$ cat config.mk
export PLATFORM = sky130hd
export DESIGN_NAME = ysyx_24100006_clint_mh
export DESIGN_NICKNAME = d
export VERILOG_FILES = /design/src/rtl/ysyx_24100006_clint_pkg.sv /design/src/rtl/ysyx_24100006_clint_hart_ctx.sv /design/src/rtl/ysyx_24100006_clint_mh.sv
export SDC_FILE = /design/constraint.sdc
export NUM_CORES = 1
export LEC_CHECK = 0
export CAP_MARGIN = 20
export CELL_PAD_IN_SITES_DETAIL_PLACEMENT = 2
export CELL_PAD_IN_SITES_GLOBAL_PLACEMENT = 2
export CORE_ASPECT_RATIO = 0.8
export CORE_MARGIN = 2
export CORE_UTILIZATION = 41
export DETAILED_ROUTE_END_ITERATION = 8
export DONT_BUFFER_PORTS = 1
export GPL_TIMING_DRIVEN = 0
export PLACE_DENSITY = 0.92
export SYNTH_ARGS = -nofsm -noshare
export SYNTH_HDL_FRONTEND = slang
export SYNTH_SLANG_ARGS = --single-unit
$ cat constraint.sdc
create_clock -name clk -period 4.7 [get_ports clk]
set_clock_uncertainty 0.2 [all_clocks]
set_input_delay 0.94 -clock clk [delete_from_list [all_inputs] [get_ports clk]]
set_output_delay 0.94 -clock clk [all_outputs]
set_load 0.02 [all_outputs]
$ cat src/rtl/ysyx_24100006_clint_pkg.sv
// Shared definitions for the multi-hart CLINT: register offsets, AXI response
// codes, channel FSM encodings, address decode and byte-lane merge helpers.
package ysyx_24100006_clint_pkg;

  localparam logic [15:0] MSIP_OFF     = 16'h0000;
  localparam logic [15:0] MTIMECMP_OFF = 16'h4000;
  localparam logic [15:0] MTIME_LO_OFF = 16'hBFF8;
  localparam logic [15:0] MTIME_HI_OFF = 16'hBFFC;

  localparam logic [1:0] RESP_OKAY   = 2'b00;
  localparam logic [1:0] RESP_SLVERR = 2'b10;

  localparam int MAX_HART = 8;

  typedef enum logic {
    R_IDLE = 1'b0,
    R_RESP = 1'b1
  } rd_state_e;

  typedef enum logic {
    W_IDLE = 1'b0,
    W_RESP = 1'b1
  } wr_state_e;

  typedef enum logic [1:0] {
    SEL_NONE  = 2'd0,
    SEL_MSIP  = 2'd1,
    SEL_CMP   = 2'd2,
    SEL_MTIME = 2'd3
  } reg_kind_e;

  typedef struct packed {
    reg_kind_e  kind;
    logic [2:0] hart;
    logic       hi;
  } reg_sel_t;

  // Unaligned offsets and hart slots beyond num_hart decode as unmapped.
  function automatic reg_sel_t decode_offset(input logic [15:0] off,
                                             input int unsigned num_hart);
    reg_sel_t    sel;
    logic [15:0] msip_rel;
    logic [15:0] cmp_rel;
    sel      = '{kind: SEL_NONE, hart: 3'd0, hi: 1'b0};
    msip_rel = off - MSIP_OFF;
    cmp_rel  = off - MTIMECMP_OFF;
    if (off[1:0] != 2'b00) begin
      sel.kind = SEL_NONE;
    end else if (msip_rel[15:5] == 11'd0 && 32'(msip_rel[4:2]) < num_hart) begin
      sel.kind = SEL_MSIP;
      sel.hart = msip_rel[4:2];
    end else if (cmp_rel[15:6] == 10'd0 && 32'(cmp_rel[5:3]) < num_hart) begin
      sel.kind = SEL_CMP;
      sel.hart = cmp_rel[5:3];
      sel.hi   = cmp_rel[2];
    end else if (off == MTIME_LO_OFF) begin
      sel.kind = SEL_MTIME;
      sel.hi   = 1'b0;
    end else if (off == MTIME_HI_OFF) begin
      sel.kind = SEL_MTIME;
      sel.hi   = 1'b1;
    end else begin
      sel.kind = SEL_NONE;
    end
    return sel;
  endfunction

  function automatic logic [31:0] apply_wstrb(input logic [31:0] old_word,
                                              input logic [31:0] new_word,
                                              input logic [3:0]  strb);
    logic [31:0] res;
    res = old_word;
    for (int b = 0; b < 4; b++) begin
      if (strb[b]) begin
        res[8*b +: 8] = new_word[8*b +: 8];
      end else begin
        res[8*b +: 8] = old_word[8*b +: 8];
      end
    end
    return res;
  endfunction

endpackage

$ cat src/rtl/ysyx_24100006_clint_hart_ctx.sv
// One hart's interrupt context: mtimecmp and msip registers with byte-masked
// writes, plus the registered timer-pending compare against the shared mtime.
module ysyx_24100006_clint_hart_ctx
  import ysyx_24100006_clint_pkg::*;
(
  input  logic        clk,
  input  logic        reset,
  input  logic        we_msip,
  input  logic        we_cmp_lo,
  input  logic        we_cmp_hi,
  input  logic [31:0] wdata,
  input  logic [3:0]  wstrb,
  input  logic [63:0] mtime,
  output logic [63:0] mtimecmp,
  output logic        msip,
  output logic        mtip
);

  // Context registers; mtip trails the register state by one cycle.
  always_ff @(posedge clk) begin
    if (!reset) begin
      mtimecmp <= 64'hFFFF_FFFF_FFFF_FFFF;
      msip     <= 1'b0;
      mtip     <= 1'b0;
    end else begin
      if (we_cmp_lo) begin
        mtimecmp[31:0] <= apply_wstrb(mtimecmp[31:0], wdata, wstrb);
      end
      if (we_cmp_hi) begin
        mtimecmp[63:32] <= apply_wstrb(mtimecmp[63:32], wdata, wstrb);
      end
      if (we_msip && wstrb[0]) begin
        msip <= wdata[0];
      end
      mtip <= (mtime >= mtimecmp);
    end
  end

endmodule

$ cat src/rtl/ysyx_24100006_clint_mh.sv
// Multi-hart CLINT top: prescaled 64-bit mtime, per-hart contexts and an
// AXI-Lite slave with independent read and write channels.
module ysyx_24100006_clint_mh
  import ysyx_24100006_clint_pkg::*;
#(
  parameter logic [31:0] BASE_ADDR = 32'h0200_0000,
  parameter int          NUM_HART  = 1,
  parameter int          PRESCALE  = 1
) (
  input  logic                clk,
  input  logic                reset,
  input  logic [31:0]         axi_araddr,
  input  logic                axi_arvalid,
  output logic                axi_arready,
  output logic [31:0]         axi_rdata,
  output logic [1:0]          axi_rresp,
  output logic                axi_rvalid,
  input  logic                axi_rready,
  input  logic [31:0]         axi_awaddr,
  input  logic                axi_awvalid,
  output logic                axi_awready,
  input  logic [31:0]         axi_wdata,
  input  logic [3:0]          axi_wstrb,
  input  logic                axi_wvalid,
  output logic                axi_wready,
  output logic [1:0]          axi_bresp,
  output logic                axi_bvalid,
  input  logic                axi_bready,
  output logic [NUM_HART-1:0] mtip,
  output logic [NUM_HART-1:0] msip
);

  localparam int CNT_W = (PRESCALE > 1) ? $clog2(PRESCALE) : 1;

  logic [CNT_W-1:0]    presc_r;
  logic [63:0]         mtime_r;
  logic [31:0]         hi_shadow_r;
  rd_state_e           rd_state_r;
  wr_state_e           wr_state_r;
  reg_sel_t            rd_sel_s;
  reg_sel_t            wr_sel_s;
  logic                tick_s;
  logic                wr_fire_s;
  logic                mtime_we_s;
  logic [31:0]         rd_data_s;
  logic [1:0]          rd_resp_s;
  logic [63:0]         cmp_s [MAX_HART];
  logic [MAX_HART-1:0] msip_all_s;
  logic [MAX_HART-1:0] mtip_all_s;
  logic                unused_addr_bits_s;

  // The crossbar owns the upper address bits and the base match.
  assign unused_addr_bits_s = ^{axi_araddr[31:16], axi_awaddr[31:16], BASE_ADDR};

  assign rd_sel_s    = decode_offset(axi_araddr[15:0], NUM_HART);
  assign wr_sel_s    = decode_offset(axi_awaddr[15:0], NUM_HART);
  assign tick_s      = (presc_r == CNT_W'(PRESCALE - 1));
  assign wr_fire_s   = reset && (wr_state_r == W_IDLE) && axi_awvalid && axi_wvalid;
  assign mtime_we_s  = wr_fire_s && (wr_sel_s.kind == SEL_MTIME);
  assign axi_arready = (rd_state_r == R_IDLE);
  assign axi_awready = wr_fire_s;
  assign axi_wready  = wr_fire_s;
  assign mtip        = mtip_all_s[NUM_HART-1:0];
  assign msip        = msip_all_s[NUM_HART-1:0];

  // Prescaler and mtime; a bus write to mtime overrides that cycle's tick.
  always_ff @(posedge clk) begin
    if (!reset) begin
      presc_r <= {CNT_W{1'b0}};
      mtime_r <= 64'd0;
    end else begin
      presc_r <= tick_s ? {CNT_W{1'b0}} : presc_r + CNT_W'(1);
      if (mtime_we_s) begin
        if (wr_sel_s.hi) begin
          mtime_r[63:32] <= apply_wstrb(mtime_r[63:32], axi_wdata, axi_wstrb);
        end else begin
          mtime_r[31:0] <= apply_wstrb(mtime_r[31:0], axi_wdata, axi_wstrb);
        end
      end else if (tick_s) begin
        mtime_r <= mtime_r + 64'd1;
      end
    end
  end

  for (genvar h = 0; h < MAX_HART; h++) begin : g_hart
    if (h < NUM_HART) begin : g_ctx
      ysyx_24100006_clint_hart_ctx u_ctx (
        .clk       (clk),
        .reset     (reset),
        .we_msip   (wr_fire_s && wr_sel_s.kind == SEL_MSIP && wr_sel_s.hart == 3'(h)),
        .we_cmp_lo (wr_fire_s && wr_sel_s.kind == SEL_CMP && wr_sel_s.hart == 3'(h) && !wr_sel_s.hi),
        .we_cmp_hi (wr_fire_s && wr_sel_s.kind == SEL_CMP && wr_sel_s.hart == 3'(h) && wr_sel_s.hi),
        .wdata     (axi_wdata),
        .wstrb     (axi_wstrb),
        .mtime     (mtime_r),
        .mtimecmp  (cmp_s[h]),
        .msip      (msip_all_s[h]),
        .mtip      (mtip_all_s[h])
      );
    end else begin : g_tie
      assign cmp_s[h]      = 64'hFFFF_FFFF_FFFF_FFFF;
      assign msip_all_s[h] = 1'b0;
      assign mtip_all_s[h] = 1'b0;
    end
  end

  // Read mux over pre-edge register state, so same-edge writes are not seen.
  always_comb begin
    rd_data_s = 32'd0;
    rd_resp_s = RESP_OKAY;
    case (rd_sel_s.kind)
      SEL_MSIP:  rd_data_s = {31'd0, msip_all_s[rd_sel_s.hart]};
      SEL_CMP:   rd_data_s = rd_sel_s.hi ? cmp_s[rd_sel_s.hart][63:32]
                                         : cmp_s[rd_sel_s.hart][31:0];
      SEL_MTIME: rd_data_s = rd_sel_s.hi ? hi_shadow_r : mtime_r[31:0];
      default:   rd_resp_s = RESP_SLVERR;
    endcase
  end

  // Read channel; a low-word mtime read snapshots the high word for later.
  always_ff @(posedge clk) begin
    if (!reset) begin
      rd_state_r  <= R_IDLE;
      axi_rvalid  <= 1'b0;
      axi_rdata   <= 32'd0;
      axi_rresp   <= RESP_OKAY;
      hi_shadow_r <= 32'd0;
    end else begin
      case (rd_state_r)
        R_IDLE: begin
          if (axi_arvalid) begin
            axi_rdata  <= rd_data_s;
            axi_rresp  <= rd_resp_s;
            axi_rvalid <= 1'b1;
            rd_state_r <= R_RESP;
            if (rd_sel_s.kind == SEL_MTIME && !rd_sel_s.hi) begin
              hi_shadow_r <= mtime_r[63:32];
            end
          end
        end
        R_RESP: begin
          if (axi_rready) begin
            axi_rvalid <= 1'b0;
            rd_state_r <= R_IDLE;
          end
        end
        default: begin
          axi_rvalid <= 1'b0;
          rd_state_r <= R_IDLE;
        end
      endcase
    end
  end

  // Write channel; the register update itself happens in the owning block.
  always_ff @(posedge clk) begin
    if (!reset) begin
      wr_state_r <= W_IDLE;
      axi_bvalid <= 1'b0;
      axi_bresp  <= RESP_OKAY;
    end else begin
      case (wr_state_r)
        W_IDLE: begin
          if (wr_fire_s) begin
            axi_bresp  <= (wr_sel_s.kind == SEL_NONE) ? RESP_SLVERR : RESP_OKAY;
            axi_bvalid <= 1'b1;
            wr_state_r <= W_RESP;
          end
        end
        W_RESP: begin
          if (axi_bready) begin
            axi_bvalid <= 1'b0;
            wr_state_r <= W_IDLE;
          end
        end
        default: begin
          axi_bvalid <= 1'b0;
          wr_state_r <= W_IDLE;
        end
      endcase
    end
  end

endmodule

Word-level counts from Yosys, hierarchy flattened
Index checks and enable logic that the tools add are counted.
{"block": "totals", "ff_bits": 203, "input_bits": 107, "output_inout_bits": 43}
{"block": "classes", "addsub": 4, "magnitude_cmp": 7, "n_eq_ne": 21, "muxes": 52, "n_bitwise": 3, "reduce_logical": 49}
{"op": "2-to-1 mux 64 bit", "n": 4}
{"op": "binary-select mux 64 bit (select 3 bit)", "n": 1}
{"op": "2-to-1 mux 32 bit", "n": 4}
{"op": "one-hot mux 32 bit (3 select lines)", "n": 1}
{"op": "adder 64 x 1 -> 64 bit (second input constant)", "n": 1}
{"op": "== test 16 bit (second input constant)", "n": 4}
{"op": ">= comparator 64 bit", "n": 1}
{"op": "2-to-1 mux 8 bit", "n": 4}
{"op": "subtractor 16 x 15 -> 16 bit (second input constant)", "n": 2}
{"op": "AND reduction 3 bit", "n": 9}
{"op": "AND reduction 2 bit", "n": 13}
{"op": "logical NOT 11 bit", "n": 2}
{"op": "logical NOT 10 bit", "n": 2}
{"op": "2-to-1 mux 2 bit", "n": 10}
{"op": "!= test 2 bit (second input constant)", "n": 10}
{"op": "2-to-1 mux 1 bit", "n": 17}
{"op": "logical AND 1 bit", "n": 16}
{"op": "less-than comparator 3 x 1 -> 1 bit (second input constant)", "n": 4}
{"op": "2-to-1 mux 5 bit", "n": 2}
{"op": "== test 2 bit (second input constant)", "n": 4}
{"op": "2-to-1 mux 4 bit", "n": 2}
{"op": "one-hot mux 1 bit (2 select lines)", "n": 4}
{"op": "2-to-1 mux 3 bit", "n": 2}
{"op": "== test 2 x 1 -> 1 bit (second input constant)", "n": 2}
{"op": "other kinds (12)", "n": 15}

Longest topological paths before layout
Gate-level depths: netlist of the first run.
{"block": "depth", "ltp_word": 12, "ltp_mapped": 9, "depth_no_buf": 8}

Modules after synthesis
From an unflattened synthesis of the first run, not the netlist that was laid out.
{"block": "unflattened", "hier_cells": 1447, "hier_area_um2": 11757.5}
{"module": "ysyx_24100006_clint_mh", "instances": 1, "cells_per_inst": 988, "area_each_um2": 7950.1, "seq_area_each_um2": 2702.6}
{"module": "ysyx_24100006_clint_hart_ctx", "instances": 1, "cells_per_inst": 459, "area_each_um2": 3807.4, "seq_area_each_um2": 1321.3}

Worst setup path after synthesis of the first run
Ideal clock, no wire load.
{"block": "synth_timing", "path_type": "input port to output port", "startpoint": "input port reset", "endpoint": "output port axi_wready", "t_arrival_ps": 2081, "path_slack_ps": 1479, "path_stages": 5, "n_path_buf": 3, "path_cell_list": "clkbuf_1 nand4b_1 inv_1 clkbuf_1 buf_4"}
{"block": "synth_between", "elab_chain_len": 3}
{"element": "from (decl)", "line_no": "ysyx_24100006_clint_mh.sv:11", "text": "input logic reset,"}
{"element": "logical AND 1 bit (3 in series)", "line_no": "ysyx_24100006_clint_mh.sv:58", "text": "assign wr_fire_s = reset && (wr_state_r == W_IDLE) && axi_awvalid && axi_wvalid;"}
{"element": "to (decl)", "line_no": "ysyx_24100006_clint_mh.sv:25", "text": "output logic axi_wready,"}
No other way between the ends.

Worst setup path after layout of the first run
Ends and elaborated chain as after synthesis.

==> impl_metrics.py, run 1 <==
metrics = {
    "worst_setup_path": {
        "cpPeakStageDelay_ns": 0.80,
        "crit_chain": "clkbuf_1 > nand4b_1 > inv_1 > clkbuf_1 > buf_4",
        "cp_max_fo": 11,
        "worstSetupStartpointType": "input port",
        "crit_top_cell": "clkbuf_1",
        "worstPathRequired_ns": 3.56,
        "crit_slowest_cell": "clkbuf_1",
        "cp.arrival_ns": 3.19,
        "path_buf_inv": 4,
        "path_class": "in2out",
        "crit_family": "buffers and inverters",
        "end_kind": "primary output",
    },
    "logic_synthesis": {
        "ys_warn_count": 0,
        "synth-compound-area-share": 0.213,
        "synth_xor_area_frac": 0,
        "synthArstFlopShare": 0,
        "synth-seq-cells": 201,
        "synthDistinctLibCells": 79,
        "synth_top_family_by_area": "simple AND/OR/NAND/NOR gates",
        "synth_simple_gate_area_frac": 0.259,
        "netlist_area_sq_mm": 0.0118,
        "ys_seq_area_frac": 0.340,
        "synth_edf_count": 0,
        "syn-instance-count": 1502,
        "postSynthAreaPerCell_sq_um": 7.89,
        "ys.flop_type": "dfxtp_1",
        "synthMuxAreaShare": 0.0549,
        "yosys.area_share.adder": 0.0686,
    },
    "floorplan": {
        "num_rows": 55,
        "num_io_pins": 150,
        "die_w_um": 194,
        "start_util": 0.418,
        "die-area_sq_mm": 0.0303,
        "core-area_sq_mm": 0.0284,
        "dieHeight_um": 156,
    },
    "pwr": {
        "power.density_mw_per_mm2": 308,
        "p_leak_nw": 5.68,
        "max-vdd-ir-drop_mv": 0.308,
        "power_mw": 4.08,
    },
    "routing": {
        "routed_wl_um": 62500,
        "post-route-drc-count": 0,
        "drt_iter0_markers": 1527,
        "postRouteAntennaNets": 0,
        "viasPerCell": 6.98,
        "num_vias": 13444,
        "first_pass_iters": 5,
        "wl_per_cell_um": 32.5,
    },
    "placed_design": {
        "place_congestion": 0.979,
        "port_buffers": 0,
        "hpwl_um": 44800,
    },
    "cts": {
        "cts_tree": "yes",
        "insertion_delay_ns": 0.56,
        "cts_root_buf": "clkbuf_16",
        "cts_resized": 0,
        "post-cts-setup-buffers": 0,
        "clock_sinks": 201,
        "path_clk_slew_ns": 0.06,
        "hold_buffers": 0,
        "clockBufferDepth": 3,
        "h-tree-depth": 1,
        "cts_buffers": 24,
    },
    "grt": {
        "grt_pass1_vias": 14153,
        "grt_usage": 0.401,
        "grt_pass1_wl_um": 91400,
        "antenna_found_initial": 4,
        "grt_max_degree": 13,
        "grt.overflow.total": 0,
    },
    "timing": {
        "post-route-period-util": 0.921,
        "post-route-min-period_ns": 4.33,
        "grt_setup_unrepaired": "false",
        "tns_ns": 0,
        "max_freq_ghz": 0.231,
        "worst_slew_pin_slew_ns": 1.27,
        "slew_violations": 0,
        "hold_viol_final": 0,
        "setup_viol": 0,
        "slew_headroom": 0.142,
    },
    "cells_and_area": {
        "final_common_cell": "nand2_1",
        "drive_gt1_frac": 0.0683,
        "utilization": 0.468,
        "nNetsFinal": 1707,
        "final_cell_mix": "nand2_1 (210), dfxtp_1 (201), nand3_1 (158)",
        "syn_to_final_growth_pct": 11.9,
    },
    "min_path": {
        "hold_class": "reg2reg",
    },
    "flow_run": {
        "maxCapViolations": 0,
    },
    "run_status": {
        "outcome": "finished clean",
    },
}
## cell families (layout without fill, tap and decap cells)
group           count (synthesis)  after routing
buf+inv                       181            229
compound gates                383            383
simple gates                  606            606
flops                         201            201
other cells                     1              6
mux                            65             65
fa+ha+maj                      65             65
## worst register-to-register path: stages (launching register included)
cell and delay [ns]:
dfxtp_1 0.48, ha_1 0.30, nand3_1 0.34, nor3_2 0.70
nand4_1 0.55, nor3_1 0.87, nand2_1 0.15, a221oi_2 0.27
## synth_stat cells (4+ instances only)
cell type / number / area share
o221ai_1: 4 / 0.0030
nand3_1: 158 / 0.067
o211ai_1: 13 / 0.0082
nand4_1: 36 / 0.019
o221a_2: 8 / 0.0076
nand3b_1: 4 / 0.0025
a21oi_1: 122 / 0.052
a21o_1: 12 / 0.0076
o32ai_1: 6 / 0.0044
mux2i_1: 65 / 0.055
nor2_1: 62 / 0.020
o21ai_0: 50 / 0.021
nor4_1: 28 / 0.015
and3_1: 17 / 0.0090
buf_2: 19 / 0.0080
a32oi_1: 4 / 0.0030
nand2_1: 210 / 0.067
o21a_1: 10 / 0.0063
a311oi_1: 4 / 0.0030
dfxtp_1: 201 / 0.34
and2_1: 12 / 0.0063
o31ai_1: 7 / 0.0044
inv_1: 84 / 0.027
o21ai_1: 5 / 0.0021
clkbuf_1: 65 / 0.021
o22ai_1: 36 / 0.019
a211oi_1: 10 / 0.0063
and4_1: 17 / 0.013
a2111oi_0: 4 / 0.0030
ha_1: 65 / 0.069
or4_1: 4 / 0.0025
or3_1: 7 / 0.0037
nor3_1: 23 / 0.0097
a31oi_1: 20 / 0.011
buf_4: 7 / 0.0044
a22o_1: 31 / 0.023
## path summary, 6_finish.rpt
check / start / endpoint / slack, ns / depth (start not counted)
worst max register to register: mtime_r[1] / mtime_r[48] / 0.77 / 7
worst min-delay path: hi_shadow_r[28] / hi_shadow_r[28] / 0.26 / 2
worst max-delay path: reset / axi_wready / 0.37 / 5
worst min register to register: hi_shadow_r[28] / hi_shadow_r[28] / 0.26 / 2
## layout make-up
class / count / area, sq um
Fill cell: 3175 / 15100
Multi-Input combinational cell: 1122 / 7090
Sequential cell: 201 / 4020
Clock buffer: 32 / 672
Tap cell: 370 / 463
Buffer: 97 / 439
Inverter: 84 / 315
Clock inverter: 11 / 209
Timing Repair Buffer: 5 / 41.3
Antenna cell: 3 / 7.51
## report_power, final
part | leakage [nW] | switching, mW | internal [mW] | total (mW)
clock network | 0.433 | 0.834 | 1.33 | 2.17
logic | 3.62 | 0.152 | 0.0417 | 0.194
registers | 1.62 | 0.00972 | 1.71 | 1.72
## metal layers
metal  share of wire  routed length, um  GRT usage  vias to the layer above
met5          0.0014                 87          0                        -
li1                -                  -          -                     5617
met2            0.43              26700      0.618                      890
met1            0.41              25400      0.518                     6717
met3            0.11               7180      0.120                      217
met4           0.050               3110      0.185                        3
## registers in the layout, summed over array words and instances (netlist names), 32 cells and up
name,count
g_hart.g_ctx.u_ctx.mtimecmp,64
hi_shadow_r,32
axi_rdata,32
mtime_r,64
## through the flow
step | hold WS [ns] | worst slack (ns) | instances | instance area, sq um
2_1_floorplan | 0.221 | 1.48 | 1504 | 11900
3_3_place_gp | 0.242 | 0.141 | 1874 | 12300
3_5_place_dp | 0.251 | 0.476 | 1875 | 12300
4_1_cts | 0.259 | 0.521 | 1918 | 13200
5_1_grt | 0.285 | 0.396 | 1922 | 13200
6_report | 0.258 | 0.372 | 1925 | 13300
No activity file was read; power rests on OpenSTA's default activity.
==> inputs of run 2 (changes only) <==
CORE_UTILIZATION = 38   (was 41)
PLACE_DENSITY = 0.87   (was 0.92)
clock period = 4.41 ns   (was 4.7 ns; I/O delays follow)
==> impl_metrics.py, run 2 (synthesis gave the netlist of run 1 again) <==
metrics = {
    "cts": {
        "clockBufferDepth": 3,
        "cts_resized": 0,
        "insertion_delay_ns": 0.55,
        "post-cts-setup-buffers": 0,
        "hold_buffers": 0,
        "cts_tree": "yes",
        "path_clk_slew_ns": 0.06,
        "cts_buffers": 24,
        "clock_sinks": 201,
        "h-tree-depth": 1,
        "cts_root_buf": "clkbuf_16",
    },
    "floorplan": {
        "num_io_pins": 150,
        "die-area_sq_mm": 0.0326,
        "start_util": 0.388,
        "num_rows": 57,
        "core-area_sq_mm": 0.0305,
        "dieHeight_um": 162,
        "die_w_um": 201,
    },
    "placed_design": {
        "port_buffers": 0,
        "hpwl_um": 45300,
        "place_area_sq_mm": 0.0124,
        "place_congestion": 0.979,
    },
    "pwr": {
        "p_leak_nw": 5.70,
        "max-vdd-ir-drop_mv": 0.233,
        "power.density_mw_per_mm2": 333,
        "power_mw": 4.44,
    },
    "worst_setup_path": {
        "path_buf_inv": 4,
        "worstSetupStartpointType": "input port",
        "startpoint": "reset",
        "end_kind": "primary output",
        "crit_top_cell": "clkbuf_1",
        "cp_max_fo": 11,
        "cpPeakStageDelay_ns": 0.82,
        "r2r-start": "mtime_r[22]",
        "crit_family": "buffers and inverters",
        "crit_slowest_cell": "clkbuf_1",
        "crit_chain": "clkbuf_1 > nand4b_1 > inv_1 > clkbuf_1 > buf_4",
        "path_class": "in2out",
        "worstPathRequired_ns": 3.33,
        "cp.arrival_ns": 3.19,
    },
    "cells_and_area": {
        "register_area_sq_mm": 0.00402,
        "top_regs": "g_hart.g_ctx.u_ctx.mtimecmp x64, mtime_r x64",
        "syn_to_final_growth_pct": 12.6,
        "multiInputGateArea_sq_mm": 0.00709,
        "final_common_cell": "nand2_1",
        "nNetsFinal": 1708,
        "final_cell_mix": "nand2_1 (210), dfxtp_1 (201), nand3_1 (158)",
        "n_antenna_cell": 0,
        "drive_gt1_frac": 0.0714,
        "design_area_sq_mm": 0.0133,
        "n_fill_cell": 3530,
    },
    "min_path": {
        "hold_path_startpoint": "axi_bready",
        "hold_class": "in2reg",
    },
    "routing": {
        "viasPerCell": 6.76,
        "routed_wl_um": 61600,
        "postRouteAntennaNets": 0,
        "wl_per_cell_um": 31.3,
        "num_vias": 13290,
        "drt_iter0_markers": 1431,
        "first_pass_iters": 5,
        "post-route-drc-count": 0,
    },
    "timing": {
        "tns_ns": 0,
        "hold_viol_final": 0,
        "post-route-period-util": 0.969,
        "post-route-min-period_ns": 4.27,
        "hold_ws_ns": 0.227,
        "setup_viol": 0,
        "worst_slew_pin_slew_ns": 1.21,
        "max_freq_ghz": 0.234,
        "slew_violations": 0,
        "slew_headroom": 0.196,
        "grt_setup_unrepaired": "false",
    },
    "grt": {
        "grt.overflow.total": 0,
        "grt_pass1_wl_um": 90900,
        "antenna_found_initial": 3,
        "grt_usage": 0.370,
        "grt_pass1_vias": 13944,
        "grt_max_degree": 14,
    },
    "flow_run": {
        "maxCapViolations": 0,
    },
    "run_status": {
        "outcome": "finished clean",
    },
}
run 2: cell types whose count changed in the layout (fill, tap and decap cells not counted), sizes merged:
cell          before  now
dlymetal6s2s       1    0
inv               84   85
diode              3    0
clkinvlp           0    1
bufinv             6    7
clkinv             5    4
buf               33   34
run 2: cell type report:
| class | count | area share |
|---|---|---|
| clock inverters | 13 | 0.0185 |
| multi-input cells | 1122 | 0.531 |
| inverters | 84 | 0.0236 |
| well taps | 413 | 0.0387 |
| repair buffers | 6 | 0.00291 |
| clock buffers | 31 | 0.0508 |
| flip-flops and latches | 201 | 0.302 |
| plain buffers | 97 | 0.0329 |
run 2: final timing paths:
| path | to | slack (ns) | cells after the start |
|---|---|---|---|
| hold / removal | axi_bvalid | 0.23 | 1 |
| hold reg to reg | hi_shadow_r[6] | 0.26 | 2 |
| setup / recovery | axi_wready | 0.14 | 5 |
| setup reg to reg | mtime_r[48] | 0.55 | 6 |
run 2: through the flow:
step / instances / util / worst slack (ns)
after global placement: 1917 / 0.405 / -0.110
after CTS: 1963 / 0.437 / 0.289
after floorplan: 1504 / - / 1.30
after detailed placement: 1919 / 0.406 / 0.128
final: 1967 / 0.437 / 0.135
after global routing: 1967 / 0.437 / 0.186
run 2: where the power goes:
| part | internal (mW) | switching, mW |
|---|---|---|
| logic | 0.0442 | 0.162 |
| clock network | 1.49 | 0.909 |
| registers | 1.82 | 0.0102 |
| total | 3.36 | 1.08 |
run 2: metal layers:
metal / track usage / vias to the layer above / wire length (um)
met5: 0 / - / 0
met4: 0.154 / 0 / 2900
met3: 0.104 / 182 / 6620
met2: 0.566 / 760 / 26100
met1: 0.493 / 6724 / 26000
li1: - / 5624 / -
